[config.mk]
export PLATFORM = sky130hd
export DESIGN_NAME = jtag_dtm
export DESIGN_NICKNAME = d
export VERILOG_FILES = /design/src/rtl/jtag_dtm.sv
export SDC_FILE = /design/constraint.sdc
export NUM_CORES = 1
export LEC_CHECK = 0
export CAP_MARGIN = 0
export CORE_ASPECT_RATIO = 1.1
export CORE_MARGIN = 2
export CORE_UTILIZATION = 45
export DETAILED_ROUTE_END_ITERATION = 10
export DONT_BUFFER_PORTS = 1
export GPL_TIMING_DRIVEN = 0
export PLACE_DENSITY = 0.59
export SYNTH_ARGS = -nofsm -noshare
export SYNTH_HDL_FRONTEND = slang
export SYNTH_SLANG_ARGS = --single-unit
[constraint.sdc]
create_clock -name clk -period 6.5 [get_ports clk]
set_input_delay 1.3 -clock clk [delete_from_list [all_inputs] [get_ports clk]]
set_output_delay 1.3 -clock clk [all_outputs]
set_load 0.03 [all_outputs]
[src/rtl/jtag_dtm.sv]
// jtag_dtm: JTAG Debug Transport Module for a single-hart debug module.
// The whole design runs on clk. The TCK/TMS/TDI pins are synchronized and
// TCK edges are detected by oversampling, so TCK must be at most clk/8.
// Ports:
//   clk, rst                 system clock, asynchronous active-high reset
//   tck, tms, tdi            JTAG pins (asynchronous to clk)
//   tdo, tdo_en              JTAG data out (changes on TCK fall), shift-state enable
//   dmi_start                one-clk request pulse to the DM
//   dmi_op                   1 = read, 2 = write
//   dmi_address, dmi_data_o  request address / write data, held until dmi_finish
//   dmi_data_i, dmi_finish   DM read data and completion pulse
module jtag_dtm #(
  parameter logic [31:0] IDCODE      = 32'h1000_0001,
  parameter int unsigned ABITS       = 7,
  parameter int unsigned SYNC_STAGES = 2
) (
  input  logic             clk,
  input  logic             rst,
  input  logic             tck,
  input  logic             tms,
  input  logic             tdi,
  output logic             tdo,
  output logic             tdo_en,
  output logic             dmi_start,
  output logic [1:0]       dmi_op,
  output logic [ABITS-1:0] dmi_address,
  output logic [31:0]      dmi_data_o,
  input  logic [31:0]      dmi_data_i,
  input  logic             dmi_finish
);

  localparam int unsigned DMI_W = ABITS + 34;
  localparam int unsigned IR_W  = 5;
  localparam logic [IR_W-1:0] IR_IDCODE = 5'h01;
  localparam logic [IR_W-1:0] IR_DTMCS  = 5'h10;
  localparam logic [IR_W-1:0] IR_DMI    = 5'h11;

  typedef enum logic [3:0] {
    ST_TLR, ST_RTI, ST_SEL_DR, ST_CAP_DR, ST_SH_DR, ST_EX1_DR, ST_PAU_DR, ST_EX2_DR,
    ST_UPD_DR, ST_SEL_IR, ST_CAP_IR, ST_SH_IR, ST_EX1_IR, ST_PAU_IR, ST_EX2_IR, ST_UPD_IR
  } tap_e;

  logic [SYNC_STAGES-1:0] tck_sync, tms_sync, tdi_sync;
  logic                   tck_r, tck_s, tms_s, tdi_s, rise_c, fall_c;
  tap_e                   tap_q, tap_next;
  logic                   cap_dr_c, sh_dr_c, upd_dr_c, cap_ir_c, sh_ir_c, upd_ir_c, shift_en_c;
  logic [IR_W-1:0]        ir, ir_sh;
  logic [DMI_W-1:0]       dr, dr_cap_c, dr_shift_c;
  logic [31:0]            result_data, dtmcs_c;
  logic [1:0]             dmistat, cap_op_c;
  logic                   req_pending, busy_c;

  // Pin synchronizers and TCK edge detection
  always_ff @(posedge clk or posedge rst) begin
    if (rst) begin
      tck_sync <= '0;
      tms_sync <= '0;
      tdi_sync <= '0;
      tck_r    <= 1'b0;
    end else begin
      tck_sync <= {tck_sync[SYNC_STAGES-2:0], tck};
      tms_sync <= {tms_sync[SYNC_STAGES-2:0], tms};
      tdi_sync <= {tdi_sync[SYNC_STAGES-2:0], tdi};
      tck_r    <= tck_s;
    end
  end

  assign tck_s  = tck_sync[SYNC_STAGES-1];
  assign tms_s  = tms_sync[SYNC_STAGES-1];
  assign tdi_s  = tdi_sync[SYNC_STAGES-1];
  assign rise_c = tck_s & ~tck_r;
  assign fall_c = ~tck_s & tck_r;

  // TAP state register
  always_ff @(posedge clk or posedge rst) begin
    if (rst) tap_q <= ST_TLR;
    else     tap_q <= tap_next;
  end

  // TAP next state, advancing only on a detected TCK rise
  always_comb begin
    tap_next = tap_q;
    if (rise_c) begin
      case (tap_q)
        ST_TLR:    tap_next = tms_s ? ST_TLR    : ST_RTI;
        ST_RTI:    tap_next = tms_s ? ST_SEL_DR : ST_RTI;
        ST_SEL_DR: tap_next = tms_s ? ST_SEL_IR : ST_CAP_DR;
        ST_CAP_DR: tap_next = tms_s ? ST_EX1_DR : ST_SH_DR;
        ST_SH_DR:  tap_next = tms_s ? ST_EX1_DR : ST_SH_DR;
        ST_EX1_DR: tap_next = tms_s ? ST_UPD_DR : ST_PAU_DR;
        ST_PAU_DR: tap_next = tms_s ? ST_EX2_DR : ST_PAU_DR;
        ST_EX2_DR: tap_next = tms_s ? ST_UPD_DR : ST_SH_DR;
        ST_UPD_DR: tap_next = tms_s ? ST_SEL_DR : ST_RTI;
        ST_SEL_IR: tap_next = tms_s ? ST_TLR    : ST_CAP_IR;
        ST_CAP_IR: tap_next = tms_s ? ST_EX1_IR : ST_SH_IR;
        ST_SH_IR:  tap_next = tms_s ? ST_EX1_IR : ST_SH_IR;
        ST_EX1_IR: tap_next = tms_s ? ST_UPD_IR : ST_PAU_IR;
        ST_PAU_IR: tap_next = tms_s ? ST_EX2_IR : ST_PAU_IR;
        ST_EX2_IR: tap_next = tms_s ? ST_UPD_IR : ST_SH_IR;
        ST_UPD_IR: tap_next = tms_s ? ST_SEL_DR : ST_RTI;
        default:   tap_next = ST_TLR;
      endcase
    end
  end

  // TAP action strobes; capture/shift act on the rise leaving the state,
  // update acts on the rise that enters Update so the DMI request goes out promptly
  always_comb begin
    cap_dr_c   = 1'b0;
    sh_dr_c    = 1'b0;
    upd_dr_c   = 1'b0;
    cap_ir_c   = 1'b0;
    sh_ir_c    = 1'b0;
    upd_ir_c   = 1'b0;
    shift_en_c = (tap_next == ST_SH_DR) || (tap_next == ST_SH_IR);
    if (rise_c) begin
      cap_dr_c = (tap_q == ST_CAP_DR);
      sh_dr_c  = (tap_q == ST_SH_DR);
      upd_dr_c = (tap_next == ST_UPD_DR);
      cap_ir_c = (tap_q == ST_CAP_IR);
      sh_ir_c  = (tap_q == ST_SH_IR);
      upd_ir_c = (tap_next == ST_UPD_IR);
    end
  end

  // Instruction register
  always_ff @(posedge clk or posedge rst) begin
    if (rst) begin
      ir    <= IR_IDCODE;
      ir_sh <= '0;
    end else begin
      if (tap_q == ST_TLR) ir <= IR_IDCODE;
      if (cap_ir_c)        ir_sh <= 5'b00001;
      else if (sh_ir_c)    ir_sh <= {tdi_s, ir_sh[IR_W-1:1]};
      if (upd_ir_c)        ir <= ir_sh;
    end
  end

  assign dtmcs_c  = {14'b0, 1'b0, 1'b0, 1'b0, 3'd1, dmistat, 6'(ABITS), 4'd1};
  assign cap_op_c = req_pending ? 2'd3 : dmistat;
  assign busy_c   = req_pending & ~dmi_finish;

  // Capture value and shift-right value of the selected data register
  always_comb begin
    dr_cap_c   = '0;
    dr_shift_c = {{(DMI_W-1){1'b0}}, tdi_s};
    case (ir)
      IR_IDCODE: begin
        dr_cap_c   = DMI_W'(IDCODE);
        dr_shift_c = {{(DMI_W-32){1'b0}}, tdi_s, dr[31:1]};
      end
      IR_DTMCS: begin
        dr_cap_c   = DMI_W'(dtmcs_c);
        dr_shift_c = {{(DMI_W-32){1'b0}}, tdi_s, dr[31:1]};
      end
      IR_DMI: begin
        dr_cap_c   = {dmi_address, result_data, cap_op_c};
        dr_shift_c = {tdi_s, dr[DMI_W-1:1]};
      end
      default: ;
    endcase
  end

  always_ff @(posedge clk or posedge rst) begin
    if (rst)           dr <= '0;
    else if (cap_dr_c) dr <= dr_cap_c;
    else if (sh_dr_c)  dr <= dr_shift_c;
  end

  // TDO changes on the detected fall; tdo_en tracks the shift states
  always_ff @(posedge clk or posedge rst) begin
    if (rst) begin
      tdo    <= 1'b0;
      tdo_en <= 1'b0;
    end else begin
      tdo_en <= shift_en_c;
      if (fall_c) tdo <= (tap_q == ST_SH_IR) ? ir_sh[0] : dr[0];
    end
  end

  // DMI request/response bookkeeping; a finish in the same clk frees the slot first
  always_ff @(posedge clk or posedge rst) begin
    if (rst) begin
      dmi_start   <= 1'b0;
      dmi_op      <= 2'd0;
      dmi_address <= '0;
      dmi_data_o  <= '0;
      result_data <= '0;
      dmistat     <= 2'd0;
      req_pending <= 1'b0;
    end else begin
      dmi_start <= 1'b0;
      if (dmi_finish && req_pending) begin
        req_pending <= 1'b0;
        result_data <= (dmi_op == 2'd1) ? dmi_data_i : dmi_data_o;
      end
      if (cap_dr_c && (ir == IR_DMI) && req_pending) dmistat <= 2'd3;
      if (upd_dr_c && (ir == IR_DTMCS)) begin
        if (dr[16] || dr[17]) dmistat <= 2'd0;
        if (dr[17])           req_pending <= 1'b0;
      end
      if (upd_dr_c && (ir == IR_DMI)) begin
        if (busy_c) begin
          dmistat <= 2'd3;
        end else if ((dmistat == 2'd0) && ((dr[1:0] == 2'd1) || (dr[1:0] == 2'd2))) begin
          dmi_op      <= dr[1:0];
          dmi_data_o  <= dr[33:2];
          dmi_address <= dr[DMI_W-1:34];
          dmi_start   <= 1'b1;
          req_pending <= 1'b1;
        end
      end
    end
  end

endmodule

* After elaboration in Yosys (flattened, before gate mapping) *
Cells that the tools add are included.

cells by class
  mux-type cells = 45
  reduce and logical (&&, ||, !) cells = 19
  equality and inequality tests = 25
  bitwise gates (word level) = 7

operator list
  operator                                                         count
  41-bit case mux with 3 select lines                              1
  41-bit 2-to-1 mux                                                2
  41-bit case mux with 2 select lines                              1
  4-bit case mux with 12 select lines                              1
  4-bit == test, second input constant                             11
  32-bit 2-to-1 mux                                                1
  4-bit by 3-bit == test with 1-bit output, second input constant  5
  4-bit 2-to-1 mux                                                 5
  5-bit 2-to-1 mux                                                 4
  1-bit 2-to-1 mux                                                 19
  2-bit 2-to-1 mux                                                 9
  5-bit == test, second input constant                             2
  4-bit by 2-bit == test with 1-bit output, second input constant  2
  1-bit logical AND                                                6
  3-bit 2-to-1 mux                                                 2
  2-bit nonzero test                                               3
  2-bit OR reduction                                               3
  5-bit by 1-bit == test with 1-bit output, second input constant  1
  2-bit by 1-bit == test with 1-bit output, second input constant  2
  4-bit by 1-bit == test with 1-bit output, second input constant  1
  4-bit logical NOT                                                1
  1-bit inverter                                                   4
  1-bit bitwise AND                                                3
  1-bit logical OR                                                 3
  other kinds (4)                                                  4

storage, ports and cells
  word-level logic and storage cells = 113
  flip-flop bits (word level) = 141
  output and inout bits = 44
  input port bits = 38

* Logic depth before layout (Yosys ltp) *
Gate-level depths: netlist of run 1.

  word-level depth = 11
  gate-level depth with buffers = 9
  gate-level depth less buffers = 5

* Worst setup path after synthesis of run 1 *
No wires, ideal clock.

  path type = input to register
  start point = in dmi_finish
  end point = reg dmi_data_o[0]
  slack = 4.184 ns
  data arrival time = 2.199 ns
  setup time = 0.118 ns
  stages on the path = 6
  required time = 6.382 ns
  path through = o2111ai_1 -> or3_1 -> clkbuf_1 -> clkbuf_1 -> nand2_1 -> nand2_1

between the ends
  word-level cells in the longest chain between the ends = 4

RTL lines
  what                                  line  RTL
  start, declared                       29    input logic dmi_finish
  1-bit inverter                        141   assign busy_c = req_pending & ~dmi_finish;
  1-bit bitwise AND                     141
  1-bit inverter (no source line)       -
  3-bit AND reduction (no source line)  -
  end signal, assigned                  207   dmi_data_o <= dr[33:2];
  end, declared                         27    output logic [31:0] dmi_data_o,

No other way between the ends.
A chain may end at the register's enable or synchronous reset.

* Worst setup path after layout of run 1 *
  start point = reg tap_q[0]
  end point = reg dr[3]

between the ends
  word-level cells in the longest chain between the ends = 3
  elaborated cells between the ends (all ways) = 6
  classes of those cells = 2 x eq/ne; 3 x mux; 1 x reduce/logical

RTL lines
  what                                                                                                         line      RTL
  start, declared                                                                                              45        tap_e tap_q, tap_next;
  start signal, assigned                                                                                       77        else tap_q <= tap_next;
  4-bit by 2-bit == test with 1-bit output / 4-bit by 3-bit == test with 1-bit output (equally long branches)  117, 118
  1-bit 2-to-1 mux                                                                                             116       if (rise_c) begin
  41-bit 2-to-1 mux / 2-bit nonzero test (equally long branches)                                               -
  end signal, assigned                                                                                         166       else if (cap_dr_c) dr <= dr_cap_c;
  end signal, assigned                                                                                         167       else if (sh_dr_c) dr <= dr_shift_c;
  end, declared                                                                                                48        logic [DMI_W-1:0] dr, dr_cap_c, dr_shift_c;

Parallel ways exist; a longest one is shown, timed or not.

==> flow_summary.ini, run 1 <==
[global_route]
grt_usage_pct = 21.3
grt_max_degree = 83
antenna_found_initial = 0
grt_pass1_vias = 4881
grt_pass1_wl_mm = 25.5
grt_overflow_total = 0

[timing]
setup_violations = 0
rsz0062_at_grt = false
finalCriticalPeriod_ps = 2480
tightest_slew_ps = 912
clock_skew_ps = 9.98
relSlewSlack_pct = 38.8
fin_crit_sh_pct = 38.2
hold_viol_final = 0
worst_slack_ps = 4020
fmax_ghz = 0.403
drv_slew = 0

[clock_tree]
cts.reportedPaths.clkPinSlew_ps = 60
cts_buffers = 17
post_cts_buffers = 0
cts.sinks = 141
cts_buffer_depth = 2
cts_tree = done
h-tree-depth = 4
clk-insertion-delay-late_ps = 420
cts_root_buf = clkbuf_16
cts-resized-gates = 0
cts_hold_buf = 0

[worst_setup_path]
endpoint_kind = flip-flop
crit_family = simple AND/OR/NAND/NOR gates
slowest_delay_ps = 710
critPathKind = flip-flop to flip-flop
worstPathArrival_ps = 2830
critPathSlowestCell = nor3_2
path_depth = 7
required_ps = 6840
crit_top_cell = nor2_1
critPathLaunchType = flip-flop
ff2ff_path_depth = 7
crit_fanout = 10
path_buf_inv = 2
path_cells = buf_2 > nor2_1 > a21oi_1 > nor3_2 > clkbuf_1 > nor2_1 > nor2_1

[finish]
syn2layout_area_growth_pct = 12.8
fill_cells = 1299
final_cells = 884
layout-drive-gt1-share_pct = 9.91
fin_nets = 722
antenna_cells = 0

[synth]
avgSynthCellArea_sq_um = 9.62
async_flop_share_pct = 100
yosys_warnings = 0
synthAdderAreaFrac_pct = 0
yosys.cell_types.count = 48
ys_ff_latch = 141
synth_compound_area_share_pct = 14.6
synth-simple-area-share_pct = 19.1
synth_flop_cell = dfrtp_1
synth_fp_nets = 702
synth_cells = 664
seq_area_frac_synth_pct = 55.2
synth_xor_area_share_pct = 0.274
muxShareOfSynthArea_pct = 6.93
synth_top_family_by_area = simple AND/OR/NAND/NOR gates
synth-edff-count = 0
syn_area_sq_um = 6390

[power]
power.total_mw = 2.61
power_density_nw_per_um2 = 362
leakage_nw = 3.25
peakVddDrop_v = 0.000201

[routing]
drtIter0Drc = 385
vias = 4805
firstDrtPassIters = 5
final_antenna_net_count = 0
wl_per_cell_microns = 17.2
drc_errors = 0
viasPerCell = 5.44
wl_mm = 15.2

[placed_design]
dp_hpwl_mm = 10.3
place_ws_ps = 3750
post-place-cells = 853
io_buffers = 0
gp_congestion = 0.780

[die]
die_x_microns = 118
io-pin-count = 82
die-height_microns = 129
start_util_pct = 46.1
rows = 45
core_area_sq_um = 13900
die-area_sq_um = 15200

[status]
outcome = complete, no violations

[hold_path]
hp-class = flip-flop to flip-flop
min_delay_path_depth = 0

[run]
maxCapViolations = 0
## flip-flops by register name, summed over array words and instances, names as in the netlist, 2 cells and up
register and count:
ir_sh 5, tdi_sync 2, dmi_address 7, ir 5, tck_sync 2, result_data 32, tap_q 4, dmi_data_o 32
dr 41, dmi_op 2, tms_sync 2, dmistat 2
## layout make-up
cell class	count	area, sq um	area share, %
clock inverters	8	92.6	1.28
inverters	10	42.5	0.590
well taps	188	235	3.26
repair buffers	1	27.5	0.382
flip-flops and latches	141	3530	49.0
clock buffers	23	458	6.35
multi-input cells	470	2620	36.3
plain buffers	43	206	2.86
## cells in the mapped netlist, types with 2 or more instances
cell type  number  share of area [%]
buf_1           7               0.41
nor2b_1         7               0.69
or2_1           3               0.29
inv_1           9               0.53
o211ai_1        4               0.47
a221oi_2       16                3.8
and2_1          3               0.29
a21oi_1        43                3.4
nand2b_1        6               0.59
o21a_1          3               0.35
a211oi_1        2               0.23
nor3_1          4               0.31
a22oi_1         8               0.94
o21ba_1         2               0.31
nor3_2          2               0.31
or3_1           4               0.39
a221oi_1        8                1.1
nand2_1       158                9.3
o21ai_0        14                1.1
dfrtp_1       140                 55
clkbuf_1       19                1.1
buf_2          12               0.94
a22o_1          4               0.55
mux2_2          2               0.35
mux2i_1        42                6.6
o21ai_1        17                1.3
buf_6           3               0.53
nor2_1         95                5.6
nand3_1         7               0.55
buf_4           2               0.23
## logic make-up after synthesis
logic type | Yosys count
AO/OA/AOI/OAI | 129
AND/OR/NAND/NOR | 295
flip-flops | 141
buffers and inverters | 53
XOR/XNOR | 2
multiplexers | 44
## worst reg2reg max path, stage by stage (launching register included)
cell      delay, ps
dfrtp_1         370
buf_2           180
nor2_1          280
a21oi_1         150
nor3_2          710
clkbuf_1        510
nor2_1           80
nor2_1          130
## placed cells by master, fill, tap and decap left out, drive strengths merged, types with 4 or more instances in the layout
cell type / n
a221oi: 24
dfrtp: 140
nand2: 158
nand2b: 6
a22oi: 8
clkinv: 5
nand3: 7
o21ai: 31
nor3: 6
inv: 10
a21oi: 43
mux2i: 42
nor2b: 7
buf: 25
o211ai: 4
or3: 4
a22o: 4
nor2: 96
clkbuf: 42
## per-stage QoR
| step | util [%] | hold slack [ps] | area (sq um) | TNS [ps] |
|---|---|---|---|---|
| after floorplan | - | 331 | 6390 | 0 |
| after global placement | 47.8 | 334 | 6620 | -2620 |
| after detailed placement | 48.1 | 336 | 6660 | 0 |
| final | 52.0 | 346 | 7210 | 0 |
| after global routing | 52.0 | 353 | 7210 | 0 |
| after CTS | 52.0 | 349 | 7210 | 0 |
## per-layer routing
metal  global-route usage, %  share of wire [%]
met4                    8.01                1.8
met1                    27.1                 44
met5                       0                  0
met2                    35.3                 50
met3                    5.50                4.9
## worst paths after layout
check	from	end	slack [ps]
max	tap_q[0]	dr[3]	4020
min	tms_sync[0]	tms_sync[1]	350
max reg2reg	tap_q[0]	dr[3]	4020
min reg2reg	tms_sync[0]	tms_sync[1]	350
max in group asynchronous	rst	result_data[21]	4900
min in group asynchronous	rst	tms_sync[0]	800
## power by group
group          internal, mW  total, mW  leakage, nW  switching (mW)
logic                 0.205      0.505         1.18           0.299
registers              1.03       1.18         1.81           0.156
clock network         0.568      0.922        0.271           0.353
(Power assumes the default switching activity.)
==> inputs of run 2 (changes only) <==
--- a/config.mk
+++ b/config.mk
@@ -12,7 +12,7 @@
 export DETAILED_ROUTE_END_ITERATION = 10
 export DONT_BUFFER_PORTS = 1
 export GPL_TIMING_DRIVEN = 0
-export PLACE_DENSITY = 0.59
+export PLACE_DENSITY = 0.61
 export SYNTH_ARGS = -nofsm -noshare
 export SYNTH_HDL_FRONTEND = slang
 export SYNTH_SLANG_ARGS = --single-unit
==> constraint.sdc (replaced) <==
create_clock -name clk -period 2 [get_ports clk]
set_input_delay 0.4 -clock clk [delete_from_list [all_inputs] [get_ports clk]]
set_output_delay 0.4 -clock clk [all_outputs]
set_load 0.03 [all_outputs]
==> flow_summary.ini, run 2 (synthesis gave the netlist of run 1 again) <==
[finish]
layout-drive-gt1-share_pct = 15.2
final_common_cell = nand2_1
reg_top3 = dr: 41 flops, dmi_data_o: 32 flops, result_data: 32 flops
layout_common_cells = nand2_1, dfrtp_1, nor2_1, mux2i_1, a21oi_1
regMostFlops = dr
largest_reg_flops = 41
fin_util_pct = 53.9
syn2layout_area_growth_pct = 16.8
antenna_cells = 0
fin_nets = 736

[power]
power.total_mw = 8.52
peakVddDrop_v = 0.000610
power_density_nw_per_um2 = 1140
leakage_nw = 3.41

[hold_path]
hp-class = primary input to flip-flop

[clock_tree]
cts.sinks = 141
cts_tree = done
cts_buffers = 17
cts_root_buf = clkbuf_16
h-tree-depth = 4
clk-insertion-delay-late_ps = 420
cts.reportedPaths.clkPinSlew_ps = 50
cts_buffer_depth = 2

[placed_design]
io_buffers = 0
dp_hpwl_mm = 10.6
gp_congestion = 0.807

[global_route]
grt_overflow_total = 0
grt_max_degree = 42
grt_pass1_vias = 4962
antenna_found_initial = 0
grt_pass1_wl_mm = 25.5
grt_usage_pct = 21.4

[worst_setup_path]
required_ps = 2300
path_buf_inv = 2
critPathSlowestCell = dfrtp_1
ff2ff_path_depth = 7
crit_end = dr[15]
worstPathArrival_ps = 2250
endpoint_kind = flip-flop
slowest_delay_ps = 420
critPathLaunchType = flip-flop
critPathKind = flip-flop to flip-flop
regToRegEndpoint = dr[15]
crit_family = simple AND/OR/NAND/NOR gates
startpoint = tap_q[3]
rrSetupSlack_ps = 50
rr_startpoint = tap_q[3]
path_depth = 7
crit_top_cell = buf_6
crit_fanout = 10
path_cells = or2_1 > or3_4 > nor2b_1 > buf_6 > buf_6 > a221oi_2 > nor2_1

[routing]
wl_mm = 15.4
final_antenna_net_count = 0
wl_per_cell_microns = 17.2
firstDrtPassIters = 5
drtIter0Drc = 307
viasPerCell = 5.45
vias = 4893
drc_errors = 0

[timing]
finalCriticalPeriod_ps = 1950
clock_skew_ps = 11.0
hold_viol_final = 0
fin_crit_sh_pct = 97.3
fmax_ghz = 0.514
setup_violations = 0
drv_slew = 0
relSlewSlack_pct = 53.6
rsz0062_at_grt = true
tightest_slew_ps = 696

[status]
outcome = complete, no violations

[die]
die-area_sq_um = 15200
core_area_sq_um = 13900
die-height_microns = 129
start_util_pct = 46.1
io-pin-count = 82
rows = 45
die_x_microns = 118

[run]
maxCapViolations = 0
run 2: layer usage:
| layer | part of all wire (%) | track usage [%] | up-vias |
|---|---|---|---|
| met3 | 4.6 | 5.54 | 20 |
| met4 | 1.6 | 6.95 | 0 |
| met2 | 51 | 36.5 | 126 |
| met5 | 0 | 0 | - |
| li1 | - | - | 2332 |
| met1 | 43 | 26.7 | 2415 |
run 2: worst reg2reg max path, stage by stage (launching register included):
cell	delay [ps]
dfrtp_1	420
or2_1	260
or3_4	370
nor2b_1	160
buf_6	160
buf_6	150
a221oi_2	260
nor2_1	60
run 2: power breakdown:
part | switching, mW | total, mW | internal [mW] | leakage [nW]
registers | 0.534 | 3.88 | 3.35 | 1.81
logic | 1.04 | 1.83 | 0.798 | 1.34
clock network | 1.15 | 2.80 | 1.66 | 0.262
total | 2.72 | 8.52 | 5.80 | 3.41
run 2: what timing repair did:
action	CTS	global route
hold endpoints to repair	29	0
pin swaps	4	1
endpoints found under the setup margin	116	100
gates resized for setup	28	16
hold buffers	4	0
setup buffers	7	4
run 2: worst min path at each step:
stage,start,endpoint,slack [ps],depth (start not counted)
after detailed placement,tms_sync[0],tms_sync[1],330,0
after CTS,dmi_finish,req_pending,130,2
final,dmi_finish,req_pending,150,2
after floorplan,tck_sync[0],tck_sync[1],330,0
after global routing,dmi_finish,req_pending,140,2
after global placement,tdi_sync[0],tdi_sync[1],330,0
run 2: stage by stage:
stage	hold WS [ps]	setup WS (ps)	instance area (sq um)	setup TNS, ps	cells
after CTS	132	6.54	7370	0	895
after detailed placement	335	-454	6690	-32850	855
after global placement	332	-889	6630	-155270	852
final	148	54.3	7460	0	898
after floorplan	331	-162	6390	-22720	664
after global routing	138	-65.3	7460	-100	898
run 2: layout make-up:
cell class | instances | area, sq um
plain buffers | 40 | 230
clock buffers | 23 | 478
clock inverters | 8 | 42.5
fillers | 1273 | 6390
inverters | 10 | 41.3
multi-input cells | 470 | 2720
flip-flops and latches | 141 | 3530
well taps | 188 | 235
repair buffers | 18 | 183
==> inputs of run 3 (changes only) <==
--- a/config.mk
+++ b/config.mk
@@ -12,7 +12,6 @@
 export DETAILED_ROUTE_END_ITERATION = 10
 export DONT_BUFFER_PORTS = 1
 export GPL_TIMING_DRIVEN = 0
-export PLACE_DENSITY = 0.61
 export SYNTH_ARGS = -nofsm -noshare
 export SYNTH_HDL_FRONTEND = slang
 export SYNTH_SLANG_ARGS = --single-unit
==> flow_summary.ini, run 3 (synthesis gave the netlist of run 1 again) <==
[clock_tree]
clk-insertion-delay-late_ps = 420
cts_root_buf = clkbuf_16
cts_buffers = 17
cts_buffer_depth = 2
cts_tree = done
h-tree-depth = 4
cts.sinks = 141
cts.reportedPaths.clkPinSlew_ps = 60

[worst_setup_path]
rrSetupSlack_ps = 60
regToRegEndpoint = dr[17]
critPathKind = flip-flop to flip-flop
critPathLaunchType = flip-flop
crit_top_cell = buf_6
endpoint_kind = flip-flop
worstPathArrival_ps = 2250
slowest_delay_ps = 430
crit_family = simple AND/OR/NAND/NOR gates
rr_startpoint = tap_q[2]
ff2ff_path_depth = 7
required_ps = 2310
path_cells = or2_1 > or3_4 > nor2b_4 > buf_6 > buf_6 > a221oi_2 > nor2_1
path_buf_inv = 2
critPathSlowestCell = dfrtp_2
crit_fanout = 10

[timing]
finalCriticalPeriod_ps = 1940
clock_skew_ps = 7.77
tns_ps = 0
fmax_ghz = 0.515
worst_slack_ps = 58.4
setup_violations = 0
drv_slew = 0
relSlewSlack_pct = 54.1
hold_ws_ps = 152
hold_viol_final = 0
fin_crit_sh_pct = 97.1
tightest_slew_ps = 687

[global_route]
grt_pass1_wl_mm = 25.8
grt_usage_pct = 21.6
grt_max_degree = 37
antenna_found_initial = 0
grt_pass1_vias = 5052
grt_overflow_total = 0

[finish]
layout_common_cells = nand2_1, dfrtp_1, nor2_1, mux2i_1, a21oi_1
layout-drive-gt1-share_pct = 16.7
fin_util_pct = 54.7
final_common_cell = nand2_1
antenna_cells = 0
largest_reg_flops = 41
regMostFlops = dr
syn2layout_area_growth_pct = 18.6
fin_nets = 738
reg_top3 = dr: 41 flops, dmi_data_o: 32 flops, result_data: 32 flops
design_area_sq_um = 7580

[power]
clkPwrFrac_pct = 35.1
internal_power_mw = 6.03
leakage_nw = 3.46
peakVddDrop_v = 0.000580
p_seq_share_pct = 43.6
power_frac_comb_pct = 21.3
swShare_pct = 31.9
power_density_nw_per_um2 = 1170
p_switching_mw = 2.83

[placed_design]
dp_hpwl_mm = 10.7
place_ws_ps = -502
io_buffers = 0
gp_congestion = 0.798
placed_area_sq_um = 6710

[die]
start_util_pct = 46.1
die-height_microns = 129
core_area_sq_um = 13900
die-area_sq_um = 15200
io-pin-count = 82
rows = 45
die_x_microns = 118

[hold_path]
hold_start = dmi_finish
min_delay_path_depth = 2
min_delay_worst_endpoint = req_pending
hp-class = primary input to flip-flop

[routing]
drtIter0Drc = 374
wl_mm = 15.6
drc_errors = 0
vias = 4924
viasPerCell = 5.47
final_antenna_net_count = 0
wl_per_cell_microns = 17.3
firstDrtPassIters = 5

[run]
maxCapViolations = 0

[status]
outcome = complete, no violations
run 3: cell types whose count changed in the layout (fill, tap and decap cells not counted), moves of 2 or more:
| cell | change |
|---|---|
| buf_2 | +2 |
| clkbuf_1 | -6 |
| buf_4 | +2 |
| clkbuf_4 | -2 |
| a221oi_2 | -2 |
| clkinv_4 | +3 |
| clkinvlp_4 | +2 |
| clkinv_2 | -4 |
| clkbuf_8 | -2 |
| inv_6 | +2 |
| bufinv_16 | +2 |
| clkbuf_2 | +3 |
run 3: worst max path at each step:
stage	from	to	slack, ps	cells after the start
global placement	rst	dmi_data_o[22]	-900	1
floorplan	rst	dmi_address[0]	-160	1
detailed placement	tap_q[0]	dr[37]	-500	6
finish	tap_q[2]	dr[17]	60	7
global route	tap_q[2]	tdo_en	-30	6
CTS	tap_q[2]	dr[17]	-10	8
run 3: what timing repair did:
action | in CTS | in global routing
hold buffers | 4 | 0
setup buffers | 6 | 6
resized for setup | 24 | 33
pin swaps | 5 | 6
endpoints found under the hold margin | 31 | 0
setup endpoints to repair | 121 | 105
gates cloned | 0 | 1
run 3: power by group through the flow:
stage | logic (mW) | clock network, mW | registers, mW
after floorplan | 1.32 | 0 | 3.73
after global placement | 1.58 | 0 | 3.87
after detailed placement | 1.65 | 0 | 3.88
after CTS | 1.73 | 3.16 | 3.85
after global routing | 2.09 | 3.29 | 3.93
final | 1.88 | 3.11 | 3.87
run 3: routing by layer:
layer | share of wire [%] | track usage [%] | up-vias
met3 | 3.6 | 5.45 | 25
met5 | 0 | 0 | -
met1 | 44 | 26.5 | 2480
met4 | 2.0 | 9.14 | 0
li1 | - | - | 2324
met2 | 51 | 36.5 | 95
run 3: layout make-up:
type / instances / area [sq um]
clock buffer: 19 / 443
buffer: 39 / 228
sequential: 141 / 3530
clock inverter: 13 / 141
tap: 188 / 235
inverter: 10 / 41.3
timing repair buffer: 21 / 215
multi-input combinational: 470 / 2740
fill: 1274 / 6270
run 3: stage by stage:
step	cells	total power [mW]
CTS	896	8.74
floorplan	664	5.05
detailed placement	856	5.53
global placement	852	5.45
global route	901	9.31
finish	901	8.86
